## src/rtl/sdram_arbit.sv

```systemverilog
// sdram_arbit: central SDRAM bus arbiter. Holds the bus for init, then grants
// refresh / write / read sub-blocks one at a time and muxes the owner onto the pins.
module sdram_arbit (
  input  logic        sclk,
  input  logic        s_rst_n,
  // init sub-block
  input  logic [3:0]  init_cmd,
  input  logic [12:0] init_addr,
  input  logic        flag_init_end,
  // auto-refresh sub-block
  input  logic        ref_req,
  input  logic [3:0]  aref_cmd,
  input  logic [12:0] aref_addr,
  input  logic        flag_ref_end,
  output logic        ref_en,
  // write sub-block
  input  logic        wr_req,
  input  logic [3:0]  wr_cmd,
  input  logic [1:0]  wr_bank,
  input  logic [12:0] wr_addr,
  input  logic        flag_wr_end,
  output logic        wr_en,
  // read sub-block
  input  logic        rd_req,
  input  logic [3:0]  rd_cmd,
  input  logic [1:0]  rd_bank,
  input  logic [12:0] rd_addr,
  input  logic        flag_rd_end,
  output logic        rd_en,
  // SDRAM pins
  output logic        sdram_cke,
  output logic        sdram_cs_n,
  output logic        sdram_ras_n,
  output logic        sdram_cas_n,
  output logic        sdram_we_n,
  output logic [1:0]  sdram_bank,
  output logic [12:0] sdram_addr
);

  localparam int unsigned CMD_W  = 4;
  localparam int unsigned BANK_W = 2;
  localparam int unsigned ADDR_W = 13;
  localparam logic [CMD_W-1:0] CMD_NOP = 4'b0111;

  typedef enum logic [2:0] {
    ST_INIT  = 3'd0,
    ST_ARBIT = 3'd1,
    ST_AREF  = 3'd2,
    ST_WRITE = 3'd3,
    ST_READ  = 3'd4
  } state_t;

  state_t             state;
  state_t             state_nxt;
  logic               ref_en_nxt;
  logic               wr_en_nxt;
  logic               rd_en_nxt;
  logic               last_wr;
  logic               last_wr_nxt;
  logic [CMD_W-1:0]   cmd_c;

  // State, grant pulses and write/read fairness flag
  always_ff @(posedge sclk or negedge s_rst_n) begin
    if (!s_rst_n) begin
      state   <= ST_INIT;
      ref_en  <= 1'b0;
      wr_en   <= 1'b0;
      rd_en   <= 1'b0;
      last_wr <= 1'b0;
    end else begin
      state   <= state_nxt;
      ref_en  <= ref_en_nxt;
      wr_en   <= wr_en_nxt;
      rd_en   <= rd_en_nxt;
      last_wr <= last_wr_nxt;
    end
  end

  // Next state and grant decision; grants only fire when leaving ARBIT
  always_comb begin
    state_nxt   = state;
    ref_en_nxt  = 1'b0;
    wr_en_nxt   = 1'b0;
    rd_en_nxt   = 1'b0;
    last_wr_nxt = last_wr;
    case (state)
      ST_INIT: begin
        if (flag_init_end) state_nxt = ST_ARBIT;
      end
      ST_ARBIT: begin
        if (ref_req) begin
          state_nxt  = ST_AREF;
          ref_en_nxt = 1'b1;
        end else if (wr_req && (!rd_req || !last_wr)) begin
          // On a tie, write wins unless write was the last one granted
          state_nxt   = ST_WRITE;
          wr_en_nxt   = 1'b1;
          last_wr_nxt = 1'b1;
        end else if (rd_req) begin
          state_nxt   = ST_READ;
          rd_en_nxt   = 1'b1;
          last_wr_nxt = 1'b0;
        end
      end
      ST_AREF: begin
        if (flag_ref_end) state_nxt = ST_ARBIT;
      end
      ST_WRITE: begin
        if (flag_wr_end) state_nxt = ST_ARBIT;
      end
      ST_READ: begin
        if (flag_rd_end) state_nxt = ST_ARBIT;
      end
      default: state_nxt = ST_INIT;
    endcase
  end

  // Pin mux follows the current owner; NOP while arbitrating
  always_comb begin
    cmd_c      = CMD_NOP;
    sdram_bank = BANK_W'(0);
    sdram_addr = ADDR_W'(0);
    case (state)
      ST_INIT: begin
        cmd_c      = init_cmd;
        sdram_addr = init_addr;
      end
      ST_AREF: begin
        cmd_c      = aref_cmd;
        sdram_addr = aref_addr;
      end
      ST_WRITE: begin
        cmd_c      = wr_cmd;
        sdram_bank = wr_bank;
        sdram_addr = wr_addr;
      end
      ST_READ: begin
        cmd_c      = rd_cmd;
        sdram_bank = rd_bank;
        sdram_addr = rd_addr;
      end
      default: begin
        cmd_c      = CMD_NOP;
        sdram_bank = BANK_W'(0);
        sdram_addr = ADDR_W'(0);
      end
    endcase
  end

  assign sdram_cke = 1'b1;
  assign {sdram_cs_n, sdram_ras_n, sdram_cas_n, sdram_we_n} = cmd_c;

endmodule

```

## config.mk

```make
export PLATFORM = sky130hd
export DESIGN_NAME = sdram_arbit
export DESIGN_NICKNAME = d
export VERILOG_FILES = /design/src/rtl/sdram_arbit.sv
export SDC_FILE = /design/constraint.sdc
export NUM_CORES = 1
export LEC_CHECK = 0
export ABC_AREA = 1
export CORE_MARGIN = 4
export CORE_UTILIZATION = 26
export CTS_CLUSTER_DIAMETER = 30
export DETAILED_ROUTE_END_ITERATION = 10
export PLACE_DENSITY = 0.78
export RECOVER_POWER = 25
export SLEW_MARGIN = 15
export SYNTH_ARGS = -nofsm -noshare
export SYNTH_HDL_FRONTEND = slang
export SYNTH_SLANG_ARGS = --single-unit
```

## constraint.sdc

```tcl
create_clock -name sclk -period 1.7 [get_ports sclk]
set_input_delay 0.34 -clock sclk [delete_from_list [all_inputs] [get_ports sclk]]
set_output_delay 0.34 -clock sclk [all_outputs]
set_load 0.005 [all_outputs]
```

Word level (Yosys, flattened, before mapping):

Index checks and enable logic that the tools add are counted.

* eq/ne operators: 9
* muxes and demuxes: 22
* bitwise logic cells: 1
* reductions and logical operators: 8

Operators with widths (number)
* $pmux W13 S4: 1
* $mux W3: 7
* $pmux W4 S4: 1
* $pmux W3 S5: 1
* $mux W1: 11
* $ne A2 B2 Y1 const B: 4
* $eq A3 B2 Y1 const B: 2
* $reduce_and A5 Y1: 1
* $ne A4 B4 Y1 const B: 1
* $pmux W2 S2: 1
* $eq A3 B1 Y1 const B: 1
* $eq A3 B3 Y1 const B: 1
* $logic_not A3 Y1: 1
* $reduce_and A3 Y1: 1
* $logic_not A1 Y1: 2
* $reduce_bool A2 Y1: 1
* $logic_and A1 B1 Y1: 1
* $logic_or A1 B1 Y1: 1
* $not A1 Y1: 1

* register bits after elaboration: 7
* input bits: 81
* output and inout bits: 23
* logic and storage cells: 45

Depth between registers and ports, before layout:

* depth in word-level cells: 6
* mapped depth: 8
* gate-level depth less buffers: 8

Least setup slack after synthesis:

Ideal clock, no wire load.

* kind: flip-flop to output port
* from: reg state[1]
* to: out sdram_addr[10]
* data arrival time: 1.053 ns
* data required time: 1.360 ns
* slack: 0.307 ns
* cell stages (with the launch flop): 7
* path through: dfrtp_1 -> nor2_2 -> nand2_1 -> inv_2 -> buf_4 -> nand2_1 -> nand4_1

* word-level cells in the longest chain between the ends: 2
* elaborated cells between the ends (all ways): 5

RTL lines
* start: declaration: line 53 `state_t state;`
* start signal: assignment: line 71 `state <= state_nxt;`
* $eq A3 B3 Y1 (tied with other cells): line 123 `case (state)`
* $pmux W13 S4 *: line 123
* end: declaration: line 37 `output logic [12:0] sdram_addr`

Every way passes the cells marked *; elsewhere a longest branch is shown, timed or not.

Final worst setup path:

* from: reg state[1]
* to: out sdram_we_n

* word-level cells in the longest chain between the ends: 2
* elaborated cells between the ends (all ways): 5

RTL lines
* $eq A3 B3 Y1 (tied with other cells): line 123
* $pmux W4 S4 *: line 123
* end: declaration: line 35 `output logic sdram_we_n,`

Marked as above.

==> results.toml <==
[global_routing]
grt_overflow = 0
grtUsageTotal_pct = 21.3
grt_max_degree = 13
antenna_found_initial = 0
grt_pass1_wl_mm = 7.13
grt_pass1_vias = 1448

[drt]
vias = 1555
drt-initial-drc-count = 62
post_drt_wl_per_cell_um = 15.1
wl_mm = 5.00
postRouteAntennaNets = 0
drt-vias-per-instance = 4.68
dr.pass1.iters = 4
drc = 0

[finish]
n_antenna_cell = 0
regArea_um2 = 176
area_growth_pct = 168
multi_input_area_um2 = 692
drive_above_1_share_pct = 30.6
nets = 370
fillerInstances = 257
fin_area_um2 = 2310

[sta]
max_freq_mhz = 523
drv_slew = 0
fin_skew_ps = 3.92
setup_viol = 18
timing.final.crit_share_pct = 112
layout_min_cycle_time_ps = 1910
worst_slack_ps = -212
grt_setup_unrepaired = "yes"
hold_violations = 0

[critical_path]
path_class = "reg2out"
rrSetupSlack_ps = 160
r2r-end = "state[1]$_DFFE_PN0P_"
crit_arrival_ps = 1570
reg2regPathDepth = 11
critPathCaptureType = "output port"
setup.worst_path.start_class = "flop"
timing.rr.start = "state[1]$_DFFE_PN0P_"
path_max_fanout = 5
worstPathRequired_ps = 1360

[logic_synthesis]
yosysSeqAreaShare_pct = 20.3
synth.avg_cell_area_um2 = 5.56
synth_edf_count = 0
ys_ff_latch = 7
synth_cell_types = 18
syn_area_um2 = 862
yosys_warnings = 0
ys.flop_type = "dfrtp_1"
async_reset_ff_share_pct = 100
synth_nets = 236
synthCells = 155

[floorplan]
ios = 104
dieArea_um2 = 4300
start_util_pct = 27.8
rows = 20
chipWidth_um = 65.6
core_um2 = 3100
die_height_um = 65.6

[clocking]
insertion_delay_ps = 250
ctsHoldBuffers = 0
h-tree-depth = 1
cts_tree = "built"
cts_buffer_depth = 2
numCtsBuffers = 3
clkSinkCount = 7
path_clk_slew_ps = 50
root_buffer = "clkbuf_4"

[outcome]
outcome = "finished with violations"
violations = "negative setup slack"

[placement]
placed_area_um2 = 2030
port_buffers = 102
gp_congestion = 0.756
dp_hpwl_mm = 3.43

[power]
p_leak_nw = 1.06
power_density_nw_per_um2 = 1150
ir_drop_v = 0.000545
p_total_w = 0.00264

[job]
maxCapViolCount = 0

[worst_hold_path]
hp-class = "in2async"
==> flip-flops by register name (all words and copies together), names as in the netlist <==
name and flops:
state 3, ref_en 1, rd_en 1, wr_en 1, last_wr 1
==> how the worst max path moves through the flow <==
stage                                    start             end  cells past startpoint
final                     state[1]$_DFFE_PN0P_      sdram_we_n                      8
after detailed placement           init_cmd[1]     sdram_cas_n                      5
after global routing      state[1]$_DFFE_PN0P_      sdram_we_n                      8
after floorplan           state[1]$_DFFE_PN0P_  sdram_addr[10]                      6
after CTS                 state[1]$_DFFE_PN0P_      sdram_cs_n                      9
after global placement             init_cmd[1]     sdram_cas_n                      5
==> layout by cell type (no fill, tap or decap), drive strengths merged <==
| master | n |
|---|---|
| nor2 | 9 |
| buf | 54 |
| conb | 1 |
| clkdlybuf4s50 | 82 |
| o211a | 1 |
| nand2 | 69 |
| a22o | 2 |
| o21ai | 2 |
| a21oi | 1 |
| nand4 | 17 |
| nand3 | 24 |
| nand3b | 1 |
| dlygate4sd3 | 1 |
| clkbuf | 5 |
| dfrtp | 7 |
| inv | 12 |
==> stage by stage <==
| stage | worst slack, ps | util (%) | std cells | hold slack (ps) | TNS [ps] |
|---|---|---|---|---|---|
| after CTS | -165 | 71.4 | 327 | 353 | -1620 |
| after global routing | -313 | 74.4 | 332 | 445 | -3650 |
| after detailed placement | -201 | 65.3 | 309 | 461 | -2420 |
| after floorplan | 307 | - | 155 | 44.4 | 0 |
| final | -212 | 74.4 | 332 | 420 | -2200 |
| after global placement | -184 | 65.3 | 309 | 452 | -2230 |
==> timing repair <==
item                       in CTS  in global routing
setup endpoints to repair      19                 19
resized for setup             105                 22
buffers inserted               13                  6
pin swaps                       4                 15
cloned                          2                  1
==> final cells by class <==
| type | instances | area share, % |
|---|---|---|
| multi-input combinational | 127 | 30.0 |
| inverter | 12 | 2.06 |
| sequential | 7 | 7.64 |
| timing repair buffer | 138 | 56.8 |
| clock buffer | 4 | 1.14 |
| tap | 44 | 2.38 |
==> Yosys cell counts, types with 2 or more instances <==
| master | n | share of area (%) |
|---|---|---|
| nor2_1 | 7 | 3.0 |
| buf_6 | 2 | 2.6 |
| o21ai_0 | 2 | 1.2 |
| nand3_1 | 24 | 14 |
| dfrtp_1 | 7 | 20 |
| nor2_2 | 2 | 1.5 |
| buf_4 | 3 | 2.6 |
| buf_2 | 3 | 1.7 |
| inv_1 | 9 | 3.9 |
| a22o_1 | 2 | 2.0 |
| inv_2 | 3 | 1.3 |
| nand4_1 | 17 | 12 |
| nand2_1 | 69 | 30 |
==> worst max-delay path, stage by stage (launching register included) <==
cell and delay [ps]:
dfrtp_1 420, nor2_2 140, buf_4 120, buf_6 90, buf_6 110, buf_6 130
nand3_2 70, nand4_1 100, buf_2 130
==> logic make-up (layout without fill, tap and decap cells) <==
logic type,count (synthesis),in the layout,share of synthesized area (%)
AOI/OAI and AO/OA,6,6,4.93
DFF,7,7,20.3
other,1,1,0.435
buffers and inverters,21,154,12.6
and+or+nand+nor,120,120,61.7
==> layer usage <==
| layer | track usage [%] | wire length (um) |
|---|---|---|
| met2 | 41.7 | 2650 |
| met5 | 0 | 0 |
| met4 | 4.40 | 83 |
| met1 | 22.9 | 1910 |
| met3 | 4.62 | 362 |
==> report_power, final <==
part	switching, W	total, W	internal, W
Combinational	0.00100	0.00222	0.00122
Clock	0.0000623	0.000152	0.0000896
Sequential	0.0000458	0.000267	0.000221
No activity file was read; power rests on OpenSTA's default activity.
==> patch 1 (config.mk and constraints unchanged) <==
Encoding of `state_t`: now one-hot (5 bits for 5 states).
--- a/src/rtl/sdram_arbit.sv
+++ b/src/rtl/sdram_arbit.sv
@@ -42,12 +42,12 @@
   localparam int unsigned ADDR_W = 13;
   localparam logic [CMD_W-1:0] CMD_NOP = 4'b0111;
 
-  typedef enum logic [2:0] {
-    ST_INIT  = 3'd0,
-    ST_ARBIT = 3'd1,
-    ST_AREF  = 3'd2,
-    ST_WRITE = 3'd3,
-    ST_READ  = 3'd4
+  typedef enum logic [4:0] {
+    ST_INIT  = 5'b00001,
+    ST_ARBIT = 5'b00010,
+    ST_AREF  = 5'b00100,
+    ST_WRITE = 5'b01000,
+    ST_READ  = 5'b10000
   } state_t;
 
   state_t             state;
Behaviour: no difference found for any inputs over 10 cycles, from zero or initial values and one cycle with s_rst_n low; not proved beyond that.
==> patch 1 against the unedited design <==
- the flow still finishes with violations (negative setup slack)
- cell area increased by 11%
- power decreased by 2.9%
- sequential share of layout area increased by 1.2 points
- setup slack got worse by 23 ps
- sequential cell count increased by 2
- synthesized area increased by 26%
- via count increased by 13%
- routed wire length increased by 3.4%
- critical endpoint unchanged
- highest routed layer unchanged
==> patch 1: results (changes against the unedited design) <==
Synth
  – Synth cell count leaders: nand4_1 (40), inv_1 (33), nand2_1 (28)
  – Post-Syn Nets: 253 (+7.2%)
  – Async S/R FF share, synth: 100% (unchanged)
  – Top cells by area, synth: nand4_1 (23%), dfrtp_1 (18%), inv_1 (11%), o2111ai_1 (11%), nand2_1 (9.7%)
  – Sequential share of the synthesized area: 20.9% (+0.53 points)
  – Syn avg cell area: 6.31 µm² (+14%)
  – Distinct cells, synth: 20 (+2)
  – YS warnings: 0 (unchanged)
  – Top FF cell, synth: dfrtp_1

Detailed routing
  – Metal2 WL: 2600 µm (-1.9%)
  – DRT iter0 DRCs: 60 (-3.2%)
  – Routed WL: 5180 µm (+3.4%)
  – M1 WL: 2090 µm (+9.3%)
  – Vias per cell: 5.06 (+8.0%)
  – Routed WL per cell: 14.9 µm (-1.3%)
  – DR WL met3: 401 µm (+11%)
  – Highest routed layer: met4

Place
  – Post-DP HPWL: 3760 µm (+9.8%)
  – Post-place instance area: 2300 µm² (+14%)
  – Place WS: -411 ps (-210 ps)
  – Final GP Congestion: 0.914 (+21%)
  – DP Cell Count: 336 (+8.7%)

Global routing
  – M3 GR Usage: 2.75% (-1.9 points)
  – Total GRT Usage: 18.0% (-3.3 points)
  – Initial antenna violation count: 0 (unchanged)
  – Largest net degree at the start of global routing: 17 (+4)
  – First-pass GRT wire length: 7720 µm (+8.3%)
  – GR Util met1: 21.3% (-1.6 points)
  – Vias in the first global route: 1754 (+21%)
  – Met2 Usage GRT: 33.0% (-8.8 points)

Pwr
  – Worst vdd ir: 0.000707 V (+30%)
  – Pwr Density: 1000 nW/µm² (-12%)
  – Comb pwr: 1.98 mW (-11%)
  – LEAKAGE: 1.18 nW (+11%)
  – Clock power frac: 9.8% (+4.1 points)
  – Sw Ratio: 39.8% (-2.2 points)

STA
  – Final worst setup slack: -235 ps (-23.4 ps)
  – Final Skew: 7.55 ps (+3.63 ps)
  – Setup TNS: -3600 ps (-1410 ps)
  – # setup viols final: 19 (+1)

Final layout
  – Design Area, Final: 2560 µm² (+11%)
  – Layout net count: 380 (+2.7%)
  – Fillers: 336 (+31%)
  – Number of flip-flops in the largest register: 5 (+2)
  – ANT cells: 0 (unchanged)
  – Layout cell share with drive strength beyond 1: 32.9% (+2.3 points)

Run status
  – Status: finished with violations
  – Failing checks: negative setup slack

Worst hold path
  – Hold Path Class: in -> async

Critical path
  – Arrival time worst endpoint: 1590 ps (+20 ps)
  – CP Launch Point: state[0]$_DFFE_PN1P_
  – Register-to-Register Path Depth: 7 (-4)
  – Launch point of the worst reg-to-reg path: state[2]$_DFFE_PN0P_
  – Worst reg2reg endpoint: state[1]$_DFFE_PN0P_
  – CP max FO: 6 (+1)
  – Worst setup endpoint: sdram_we_n

Clock network
  – Clock latency on the worst-skew pair: 240 ps
  – TritonCTS Buffers: 3 (unchanged)
  – CTS root buf: clkbuf_8

Flow run
  – Max-cap violations: 0 (unchanged)
==> patch 1: cell count changes after synthesis, moves of 7 or more <==
cell	before	now
nand2_1	69	28
inv_1	9	33
nand4_1	17	40
nand3_1	24	5
o2111ai_1	0	14
buf_2	3	10
==> patch 1: cells by family (layout without fill, tap and decap cells) <==
kind of cell           count (synthesis)  in the layout  share of synthesized area, %
flip-flops                             9              9                          20.9
other                                  1              1                         0.345
AND/OR/NAND/NOR                       86             86                          42.2
buffers and inverters                 50            176                          19.1
AO/OA/AOI/OAI                         26             26                          17.5
==> patch 1: worst min path at each step <==
stage | slack [ps] | cells after the start | startpoint | to
6_report | 470 | 1 | s_rst_n | state[2]$_DFFE_PN0P_
5_1_grt | 490 | 1 | s_rst_n | state[2]$_DFFE_PN0P_
3_3_place_gp | 470 | 2 | last_wr$_DFFE_PN0P_ | last_wr$_DFFE_PN0P_
4_1_cts | 400 | 1 | s_rst_n | state[1]$_DFFE_PN0P_
3_5_place_dp | 490 | 2 | last_wr$_DFFE_PN0P_ | last_wr$_DFFE_PN0P_
2_1_floorplan | 40 | 0 | s_rst_n | last_wr$_DFFE_PN0P_
==> patch 1: final cells by class <==
cell class | count | share of cell area (%)
timing repair buffer | 135 | 50.1
sequential | 9 | 8.89
tap | 50 | 2.44
multi-input combinational | 113 | 31.3
inverter | 37 | 5.52
clock buffer | 4 | 1.76
==> patch 1: critical path, cell delays in order, from the launching register on <==
cell and delay (ps):
dfstp_2 540, buf_6 100, nor2_4 50, nand3_2 110
inv_4 60, buf_6 130, nand2_1 50, o21ai_1 60
nor2_1 90, nand2_1 50, buf_2 120
==> patch 1: timing repair <==
item                       in CTS  in global routing
cloned                          1                  1
pin swaps                      21                 21
gates resized for setup       119                 18
setup endpoints to repair      19                 19
setup buffers                   4                  2
hold buffers                    0                  0
==> patch 2 (same flow settings) <==
Without the edit above. Put a register stage on the output `sdram_addr`. The value now appears one clock later. The other outputs are not delayed to match.
--- a/src/rtl/sdram_arbit.sv
+++ b/src/rtl/sdram_arbit.sv
@@ -49,6 +49,8 @@
     ST_WRITE = 3'd3,
     ST_READ  = 3'd4
   } state_t;
+
+  logic [12:0] sdram_addr_d;
 
   state_t             state;
   state_t             state_nxt;
@@ -119,30 +121,30 @@
   always_comb begin
     cmd_c      = CMD_NOP;
     sdram_bank = BANK_W'(0);
-    sdram_addr = ADDR_W'(0);
+    sdram_addr_d = ADDR_W'(0);
     case (state)
       ST_INIT: begin
         cmd_c      = init_cmd;
-        sdram_addr = init_addr;
+        sdram_addr_d = init_addr;
       end
       ST_AREF: begin
         cmd_c      = aref_cmd;
-        sdram_addr = aref_addr;
+        sdram_addr_d = aref_addr;
       end
       ST_WRITE: begin
         cmd_c      = wr_cmd;
         sdram_bank = wr_bank;
-        sdram_addr = wr_addr;
+        sdram_addr_d = wr_addr;
       end
       ST_READ: begin
         cmd_c      = rd_cmd;
         sdram_bank = rd_bank;
-        sdram_addr = rd_addr;
+        sdram_addr_d = rd_addr;
       end
       default: begin
         cmd_c      = CMD_NOP;
         sdram_bank = BANK_W'(0);
-        sdram_addr = ADDR_W'(0);
+        sdram_addr_d = ADDR_W'(0);
       end
     endcase
   end
@@ -150,5 +152,9 @@
   assign sdram_cke = 1'b1;
   assign {sdram_cs_n, sdram_ras_n, sdram_cas_n, sdram_we_n} = cmd_c;
 
+  always_ff @(posedge sclk) begin
+    sdram_addr <= sdram_addr_d;
+  end
+
 endmodule
 
Formal check against the unedited RTL: not equivalent (a bounded check fails within 4 cycles, from zero or initial values and one cycle with s_rst_n low).
==> patch 2 against the unedited design <==
- the run still ends with negative setup slack left
- cell area grew 11%
- sequential cell count grew 13
- synthesized area grew 30%
- clock skew shrank 1.7 ps
- clock power grew 120%
- power grew 21%
- routed wire length shrank 2.2%
- setup slack gained 110 ps
- global-route usage shrank 3.1 points
==> patch 2: results (changes against the unedited design) <==
Critical path
  – Register-to-Register Path Depth: 9 (-2)
  – Max incr delay on CP: 440 ps (+20 ps)
  – Arrival time worst endpoint: 1460 ps (-110 ps)
  – CP max FO: 7 (+2)
  – Worst reg2reg endpoint: state[0]$_DFFE_PN0P_
  – Crit path max-delay cell type: dfrtp_2

Final layout
  – Synth-to-layout area growth: 129%
  – Fillers: 377 (+47%)
  – Layout net count: 391 (+5.7%)
  – Layout cell share with drive strength beyond 1: 22.3% (-8.2 points)

Synth
  – Async S/R FF share, synth: 35.0% (-65 points)
  – Top cells by area, synth: dfxtp_1 (23%), nand2_1 (23%), dfrtp_1 (16%), nand3_1 (11%), nand4_1 (9.5%)
  – Distinct cells, synth: 19 (+1)
  – Sequential share of the synthesized area: 38.8% (+18 points)
  – Synth cell count leaders: nand2_1 (69), nand3_1 (24), nand4_1 (17)
  – Mapped Cells: 168 (+8.4%)
  – Compound-Gate Fraction of Synth Area: 3.79% (-1.1 points)
  – Post-Syn Nets: 249 (+5.5%)
  – Top FF cell, synth: dfxtp_1

Clock network
  – CTS root buf: clkbuf_8
  – Clock slew at the register clock pins of the worst setup and hold paths: 80 ps (+30 ps)

Global routing
  – First-pass GRT wire length: 7620 µm (+7.0%)
  – Vias in the first global route: 1686 (+16%)
  – GR Util met1: 21.3% (-1.6 points)
  – Total GRT Usage: 18.2% (-3.1 points)
  – Largest net degree at the start of global routing: 12 (-1)
  – Top Usage Layer GRT: met2
  – M3 GR Usage: 4.38% (-0.24 points)
  – Met2 Usage GRT: 32.4% (-9.3 points)

Run status
  – Status: finished with violations
  – Failing checks: negative setup slack

Pwr
  – Switch Pwr: 1.12 mW (+0.46%)
  – LEAKAGE: 1.14 nW (+7.5%)
  – Worst vdd ir: 0.000581 V (+6.7%)

Place
  – Place WS: -225 ps (-23.9 ps)
  – Final GP Congestion: 0.799 (+5.7%)
  – DP Cell Count: 337 (+9.1%)
  – Post-place instance area: 2340 µm² (+15%)

Detailed routing
  – Vias per cell: 4.67 (-0.32%)
  – DRT iter0 DRCs: 57 (-8.1%)
  – Routed WL per cell: 13.6 µm (-9.6%)

STA
  – Final Skew: 2.17 ps (-1.75 ps)
  – Final worst setup slack: -102 ps (+110 ps)
  – Worst Hold Slack: 407 ps (-12.8 ps)
  – # setup viols final: 6 (-12)
## patch 2: changes by cell type after synthesis
cell     delta
dfxtp_1    +13
## patch 2: worst max-delay path, delay by kind of cell (launching register included)
| kind | cells | cell delay (ps) |
|---|---|---|
| DFF | 1 | 440 |
| AOI/OAI and AO/OA | 1 | 120 |
| and+or+nand+nor | 3 | 220 |
| buffers and inverters | 4 | 410 |
## patch 2: worst max path at each step
stage | startpoint | slack (ps) | to | cells after the start
floorplan | state[1]$_DFFE_PN0P_ | 310 | sdram_cs_n | 6
global placement | init_cmd[1] | -220 | sdram_cas_n | 5
detailed placement | init_cmd[1] | -220 | sdram_cas_n | 5
CTS | state[1]$_DFFE_PN0P_ | -120 | sdram_cas_n | 8
global route | state[1]$_DFFE_PN0P_ | -200 | sdram_we_n | 8
finish | state[1]$_DFFE_PN0P_ | -100 | sdram_we_n | 8
## patch 2: cell type report
class | count | share of cell area (%)
inverter | 12 | 2.14
sequential | 20 | 17.1
clock buffer | 4 | 1.75
tap | 50 | 2.44
timing repair buffer | 146 | 52.8
multi-input combinational | 127 | 23.8
## patch 2: routing by layer
metal | part of all wire, % | wire length [µm]
met5 | 0 | 0
met4 | 1.4 | 69
met3 | 9.3 | 456
met2 | 50 | 2450
met1 | 39 | 1920
## patch 2: power by group through the flow
stage / Combinational, mW / Sequential (mW) / Clock [mW]
after global routing: 2.33 / 0.771 / 0.364
final: 2.11 / 0.748 / 0.334
after detailed placement: 1.82 / 0.749 / 0
after CTS: 2.04 / 0.741 / 0.343
after global placement: 1.80 / 0.742 / 0
after floorplan: 0.716 / 0.771 / 0
## patch 2: timing repair
item                       CTS  global route
gates resized for setup     39            13
hold endpoints to repair     0             0
buffers inserted            18             3
pin swaps                    6             8
setup endpoints to repair    6             8
